===== config.mk =====
export PLATFORM = sky130hd
export DESIGN_NAME = pc_unit_flat
export DESIGN_NICKNAME = d
export VERILOG_FILES = /design/src/rtl/pc_unit_if.sv /design/src/rtl/pc_unit.sv /design/src/flat_wrapper.sv
export SDC_FILE = /design/constraint.sdc
export NUM_CORES = 1
export LEC_CHECK = 0
export CAP_MARGIN = 30
export CELL_PAD_IN_SITES_DETAIL_PLACEMENT = 0
export CELL_PAD_IN_SITES_GLOBAL_PLACEMENT = 1
export CORE_MARGIN = 2
export CORE_UTILIZATION = 33
export CTS_BUF_LIST = sky130_fd_sc_hd__clkbuf_16
export DETAILED_ROUTE_END_ITERATION = 8
export HOLD_SLACK_MARGIN = 0.08
export PLACE_DENSITY_LB_ADDON = 0.25
export SYNTH_ARGS = -nofsm -noshare
export SYNTH_HDL_FRONTEND = slang
export SYNTH_SLANG_ARGS = --single-unit
export TNS_END_PERCENT = 30

===== constraint.sdc =====
create_clock -name clk -period 5.3 [get_ports clk]
set_input_delay 0.53 -clock clk [delete_from_list [all_inputs] [get_ports clk]]
set_output_delay 0.53 -clock clk [all_outputs]
set_load 0.05 [all_outputs]

===== src/rtl/pc_unit_if.sv =====
// Bundle of control inputs and PC/trap status outputs between the control unit
// and the program-counter unit.
interface pc_unit_if #(
    parameter int XLEN    = 32,
    parameter int CAUSE_W = 4,
    parameter int CNT_W   = 32
);
    logic               en_i;
    logic               redirect_i;
    logic [XLEN-1:0]    redirect_target_i;
    logic               trap_i;
    logic [CAUSE_W-1:0] trap_cause_i;
    logic               mret_i;
    logic               finish_flag;
    logic               resume_i;
    logic [XLEN-1:0]    pc_o;
    logic [XLEN-1:0]    pc_next_o;
    logic [XLEN-1:0]    epc_o;
    logic [CAUSE_W-1:0] cause_o;
    logic [1:0]         state_o;
    logic               halted_o;
    logic               misalign_o;
    logic [CNT_W-1:0]   retire_cnt_o;

    modport master (
        output en_i, redirect_i, redirect_target_i, trap_i, trap_cause_i,
               mret_i, finish_flag, resume_i,
        input  pc_o, pc_next_o, epc_o, cause_o, state_o, halted_o,
               misalign_o, retire_cnt_o
    );

    modport slave (
        input  en_i, redirect_i, redirect_target_i, trap_i, trap_cause_i,
               mret_i, finish_flag, resume_i,
        output pc_o, pc_next_o, epc_o, cause_o, state_o, halted_o,
               misalign_o, retire_cnt_o
    );
endinterface


===== src/rtl/pc_unit.sv =====
// Program-counter unit: PC register with increment/redirect, trap entry and
// return, halt/resume control and a saturating retired-instruction counter.
module pc_unit #(
    parameter int              XLEN         = 32,
    parameter logic [XLEN-1:0] RESET_VECTOR = 32'hFFFF_FFFC,
    parameter logic [XLEN-1:0] TRAP_VECTOR  = 32'h0000_0100,
    parameter int              INC          = 4,
    parameter int              ALIGN_BITS   = 2,
    parameter int              CNT_W        = 32,
    parameter int              CAUSE_W      = 4
) (
    input  logic       clk,
    input  logic       reset_n,
    pc_unit_if.slave   bus
);
    typedef enum logic [1:0] {
        RUN  = 2'd0,
        TRAP = 2'd1,
        HALT = 2'd2
    } state_t;

    localparam logic [XLEN-1:0] ALIGN_MASK = (XLEN'(1) << ALIGN_BITS) - XLEN'(1);

    state_t             state_q, state_d;
    logic [XLEN-1:0]    pc_q, pc_d;
    logic [XLEN-1:0]    epc_q, epc_d;
    logic [CAUSE_W-1:0] cause_q, cause_d;
    logic               misalign_q, misalign_d;
    logic               halted_q;
    logic [CNT_W-1:0]   cnt_q, cnt_d;
    logic               advance;
    logic               misTarget;

    assign misTarget = |(bus.redirect_target_i & ALIGN_MASK);

    always_comb begin
        state_d    = state_q;
        pc_d       = pc_q;
        epc_d      = epc_q;
        cause_d    = cause_q;
        misalign_d = 1'b0;
        advance    = 1'b0;
        cnt_d      = cnt_q;

        case (state_q)
            RUN, TRAP: begin
                if (bus.finish_flag) begin
                    state_d = HALT;
                end else if (state_q == RUN && bus.trap_i) begin
                    epc_d   = pc_q;
                    cause_d = bus.trap_cause_i;
                    pc_d    = TRAP_VECTOR;
                    state_d = TRAP;
                end else if (state_q == TRAP && bus.en_i && bus.mret_i) begin
                    pc_d    = epc_q;
                    state_d = RUN;
                    advance = 1'b1;
                end else if (bus.en_i && bus.redirect_i && misTarget) begin
                    // In TRAP a bad target only pulses the flag; no nested trap.
                    misalign_d = 1'b1;
                    if (state_q == RUN) begin
                        epc_d   = pc_q;
                        cause_d = '0;
                        pc_d    = TRAP_VECTOR;
                        state_d = TRAP;
                    end
                end else if (bus.en_i && bus.redirect_i) begin
                    pc_d    = bus.redirect_target_i;
                    advance = 1'b1;
                end else if (bus.en_i) begin
                    pc_d    = pc_q + XLEN'(INC);
                    advance = 1'b1;
                end
            end
            HALT: begin
                if (bus.resume_i && !bus.finish_flag) begin
                    state_d = RUN;
                end
            end
            default: begin
                state_d = RUN;
            end
        endcase

        if (advance && cnt_q != {CNT_W{1'b1}}) begin
            cnt_d = cnt_q + CNT_W'(1);
        end
    end

    always_ff @(posedge clk or negedge reset_n) begin
        if (!reset_n) begin
            state_q    <= RUN;
            pc_q       <= RESET_VECTOR;
            epc_q      <= '0;
            cause_q    <= '0;
            misalign_q <= 1'b0;
            halted_q   <= 1'b0;
            cnt_q      <= '0;
        end else begin
            state_q    <= state_d;
            pc_q       <= pc_d;
            epc_q      <= epc_d;
            cause_q    <= cause_d;
            misalign_q <= misalign_d;
            halted_q   <= (state_d == HALT);
            cnt_q      <= cnt_d;
        end
    end

    assign bus.pc_o         = pc_q;
    assign bus.pc_next_o    = pc_d;
    assign bus.epc_o        = epc_q;
    assign bus.cause_o      = cause_q;
    assign bus.state_o      = state_q;
    assign bus.halted_o     = halted_q;
    assign bus.misalign_o   = misalign_q;
    assign bus.retire_cnt_o = cnt_q;
endmodule


===== src/flat_wrapper.sv =====
// flat-port wrapper written by rule: the top's interface ports become plain ports
module pc_unit_flat 
#(
    parameter int              XLEN         = 32,
    parameter logic [XLEN-1:0] RESET_VECTOR = 32'hFFFF_FFFC,
    parameter logic [XLEN-1:0] TRAP_VECTOR  = 32'h0000_0100,
    parameter int              INC          = 4,
    parameter int              ALIGN_BITS   = 2,
    parameter int              CNT_W        = 32,
    parameter int              CAUSE_W      = 4
)
  (clk, reset_n, bus_en_i, bus_redirect_i, bus_redirect_target_i, bus_trap_i, bus_trap_cause_i, bus_mret_i, bus_finish_flag, bus_resume_i, bus_pc_o, bus_pc_next_o, bus_epc_o, bus_cause_o, bus_state_o, bus_halted_o, bus_misalign_o, bus_retire_cnt_o);
  pc_unit_if #(.XLEN(XLEN), .CAUSE_W(CAUSE_W), .CNT_W(CNT_W)) bus_i ();
  input  logic clk;
  input  logic reset_n;
  input wire logic [$bits(bus_i.en_i)-1:0] bus_en_i;
  input wire logic [$bits(bus_i.redirect_i)-1:0] bus_redirect_i;
  input wire logic [$bits(bus_i.redirect_target_i)-1:0] bus_redirect_target_i;
  input wire logic [$bits(bus_i.trap_i)-1:0] bus_trap_i;
  input wire logic [$bits(bus_i.trap_cause_i)-1:0] bus_trap_cause_i;
  input wire logic [$bits(bus_i.mret_i)-1:0] bus_mret_i;
  input wire logic [$bits(bus_i.finish_flag)-1:0] bus_finish_flag;
  input wire logic [$bits(bus_i.resume_i)-1:0] bus_resume_i;
  output wire logic [$bits(bus_i.pc_o)-1:0] bus_pc_o;
  output wire logic [$bits(bus_i.pc_next_o)-1:0] bus_pc_next_o;
  output wire logic [$bits(bus_i.epc_o)-1:0] bus_epc_o;
  output wire logic [$bits(bus_i.cause_o)-1:0] bus_cause_o;
  output wire logic [$bits(bus_i.state_o)-1:0] bus_state_o;
  output wire logic [$bits(bus_i.halted_o)-1:0] bus_halted_o;
  output wire logic [$bits(bus_i.misalign_o)-1:0] bus_misalign_o;
  output wire logic [$bits(bus_i.retire_cnt_o)-1:0] bus_retire_cnt_o;
  assign bus_i.en_i = bus_en_i;
  assign bus_i.redirect_i = bus_redirect_i;
  assign bus_i.redirect_target_i = bus_redirect_target_i;
  assign bus_i.trap_i = bus_trap_i;
  assign bus_i.trap_cause_i = bus_trap_cause_i;
  assign bus_i.mret_i = bus_mret_i;
  assign bus_i.finish_flag = bus_finish_flag;
  assign bus_i.resume_i = bus_resume_i;
  assign bus_pc_o = bus_i.pc_o;
  assign bus_pc_next_o = bus_i.pc_next_o;
  assign bus_epc_o = bus_i.epc_o;
  assign bus_cause_o = bus_i.cause_o;
  assign bus_state_o = bus_i.state_o;
  assign bus_halted_o = bus_i.halted_o;
  assign bus_misalign_o = bus_i.misalign_o;
  assign bus_retire_cnt_o = bus_i.retire_cnt_o;
  pc_unit #(.XLEN(XLEN), .RESET_VECTOR(RESET_VECTOR), .TRAP_VECTOR(TRAP_VECTOR), .INC(INC), .ALIGN_BITS(ALIGN_BITS), .CNT_W(CNT_W), .CAUSE_W(CAUSE_W)) u_core (.clk(clk), .reset_n(reset_n), .bus(bus_i));
endmodule

==> impl_results.md <==
- Die area: 18500 µm²
- CTS sink count: between 100 and 150
- Fin. max-slew vios: 0
- Commonest cells after routing, fill and taps aside: clkdlybuf4s50_1 (173), dfrtp_1 (74), nand2_1 (53), nand3_1 (37), o21ai_0 (36)
- Area taken by multi-input logic gates: between 2000 and 3000 µm²
- Number of instances in the placed design: between 900 and 1000
- Syn nets: 650
- Skew-Pair Late Insertion Delay: ~0.37 ns
- Synth top area cells: dfrtp_1 (32%), dfstp_2 (14%), xnor2_1 (5.3%), mux2_2 (5.1%), nand2_1 (3.5%)
- All-Layer GR Usage: approximately 22%
- Static leakage: roughly 3.1 nW
- Yosys warnings: 0
- Crit path max-delay cell type: or4_1
- Worst Max-Slew Pin Slew: 0.944 ns
- Most common cell after layout, fill and taps aside: clkdlybuf4s50_1
- Vias in the first global route: ~5500
- Fin crit period: about 4.3 ns
- Relative slew slack: between 30% and 40%
- Die width: 136 µm
- Max frequency: ~0.23 GHz
- Initial core utilization: between 30% and 40%
- CTS Buffer Depth: 2
- Post-DP HPWL: approximately 15000 µm
- Post-synth top area cell: dfrtp_1
- Hold Path Class: primary input to async pin
- Worst EP required: between 4 and 5 ns
- CTS H-Tree Depth: 3
- Number of DRC markers in iteration 0: 575
- Top delay family on crit path: simple AND/OR/NAND/NOR gates
- Die Ht: 136 µm
- Cells after Synth: ~600
- Gp weighted congestion: approximately 0.84
- Vias: 5653
- CTS tree: done
- Root Driver: clkbuf_16
- Core Region: between 15000 and 20000 µm²
- Share of cells above drive strength 1: approximately 14%
- Average size of a mapped cell: around 9.5 µm²
- Fin Setup TNS: 0 ns
- Remaining DRCs: 0
- GRT overflow: 0
- Worst Setup End Kind: output port
- Worst path cell trace: nand4_2 -> or4_1 -> or4_4 -> and3_1 -> or3_1 -> clkdlybuf4s50_1
- First-pass GRT wire length: 31700 µm
- Skew final: roughly 0.011 ns
- Worst setup SP type: register
- Pre-antenna DRT Iters: 5
- Worst IR Drop VDD: 0.241 mV
- Unique masters post-synth: 58
- PostCTS Resize Cnt: 0
- Flops & latches, synth: roughly 100
- MaxCap Viol Count: 0
- Top_reg_cell synth: dfrtp_1
- Layout Cells excl Fill: between 900 and 1000
- Rows: 48
- Sequential Area: ~2600 µm²
- Clock transition at path regs: roughly 0.07 ns
- Post-synth EDFFs: 0
- Worst r2r src: u_core.bus.pc_o[10]
- Post-CTS Setup Bufs: 0
- Critical path's largest stage delay: 0.74 ns
- I/O Buffers: ~180
- Fillers: about 1700
- Critical Path Start: u_core.bus.pc_o[10]
- ANT cells: 0
- Final antenna-violating net count: 0
- Via-per-instance ratio: ~5.7
- DRT Wirelength: 20000 µm
- Final hold vios: 0
- # nets final: ~800
- Post-CTS Hold Buffers: 0
- Post-Syn Area: between 5000 and 6000 µm²
- Critical path buffer and inverter count: 1
- Share of flip-flops with an asynchronous set or reset: 100%
- RSZ-0062 raised after global routing: no
- Num CTS Buffers: 9
- Area grow syn2layout: 41.3%
- I/O pin total: 180
- Final Setup Violations: 0
- Status: finished clean
- Crit path arrival time: 3.81 ns
- PwrDens: approximately 360 nW/µm²
- Fin crit share: 81.9%
- Initial antenna violation count: 0
- Pin count of the biggest net entering global routing: 75
- Seq/Total Area, Yosys: about 46%
- Routed wire length per instance: ~20 µm
- CP Class: register to output port
- Crit-path max FO: 9
- Synth top area share: between 30% and 40%
flip-flops by register name (all words and copies together) (netlist names):
| register | cells |
|---|---|
| u_core.bus.pc_o | 32 |
| u_core.bus.epc_o | 32 |
| u_core.bus.retire_cnt_o | 32 |
| u_core.bus.misalign_o | 1 |
| u_core.bus.cause_o | 4 |
| u_core.bus.state_o | 2 |
| u_core.bus.halted_o | 1 |
layer usage:
layer	wire [µm]	share of wire, %	global-route usage (%)	up-vias
met4	290	1.4	6.13	0
met2	9200	46	34.0	210
met3	1450	7.2	4.70	19
li1	-	-	-	2613
met5	0	0	0	-
met1	9090	45	31.6	2811
Yosys cell counts, drive strengths merged, types with 12 or more instances:
master  count
nor4       14
a221oi     12
dfstp      30
inv        12
a22o       12
nor3       17
nand2      53
nor2       35
dfrtp      74
xnor2      35
a21oi      22
clkbuf     36
mux2       26
o21ai      38
nand3      37
and3       14
nand4      29
worst paths after layout:
path	endpoint	slack [ns]	cells past startpoint
setup / recovery	bus_pc_next_o[29]	0.96	6
hold / removal	u_core.bus.epc_o[20]	0.09	1
setup reg to reg	u_core.bus.pc_o[29]	2.51	5
hold reg to reg	u_core.bus.retire_cnt_o[31]	0.50	1
max in group asynchronous	u_core.bus.pc_o[29]	4.28	3
min in group clk	u_core.bus.retire_cnt_o[31]	0.50	1
per-stage QoR:
| step | hold slack, ns | setup slack (ns) | area, µm² | utilization [%] | power, W |
|---|---|---|---|---|---|
| 6_report | 0.0904 | 0.959 | 8120 | 47.3 | 0.00290 |
| 5_1_grt | 0.121 | 0.800 | 8120 | 47.3 | 0.00302 |
| 4_1_cts | 0.101 | 0.962 | 8100 | 47.1 | 0.00291 |
| 3_5_place_dp | 0.490 | 1.27 | 7780 | 45.3 | 0.00218 |
| 3_3_place_gp | 0.480 | 1.30 | 7780 | 45.3 | 0.00217 |
| 2_1_floorplan | 0.234 | 1.66 | 5750 | - | 0.00175 |
kinds of logic after synthesis:
logic type	count (synthesis)	share of synthesized area [%]
and+or+nand+nor	230	21.0
AOI/OAI and AO/OA	152	18.5
DFF	104	45.9
buffers and inverters	54	3.61
xor gates and xnor gates	36	5.48
muxes	26	5.09
adders and majority gates	2	0.435
area by class of cell:
cell class                      count  share of cell area (%)
Clock buffer                        9                    2.77
Timing Repair Buffer              195                    23.6
Multi-Input combinational cell    446                    36.0
Inverter                           12                   0.555
Sequential cell                   104                    32.5
Tap cell                          225                    3.47
Clock inverter                      7                    1.14
power by group:
group / leakage [nW] / switching (W) / internal (W) / total, W
Combinational: 1.59 / 0.000729 / 0.000376 / 0.00111
Sequential: 1.31 / 0.000141 / 0.000925 / 0.00107
Clock: 0.156 / 0.000345 / 0.000381 / 0.000726
No activity file was read; power rests on OpenSTA's default activity.
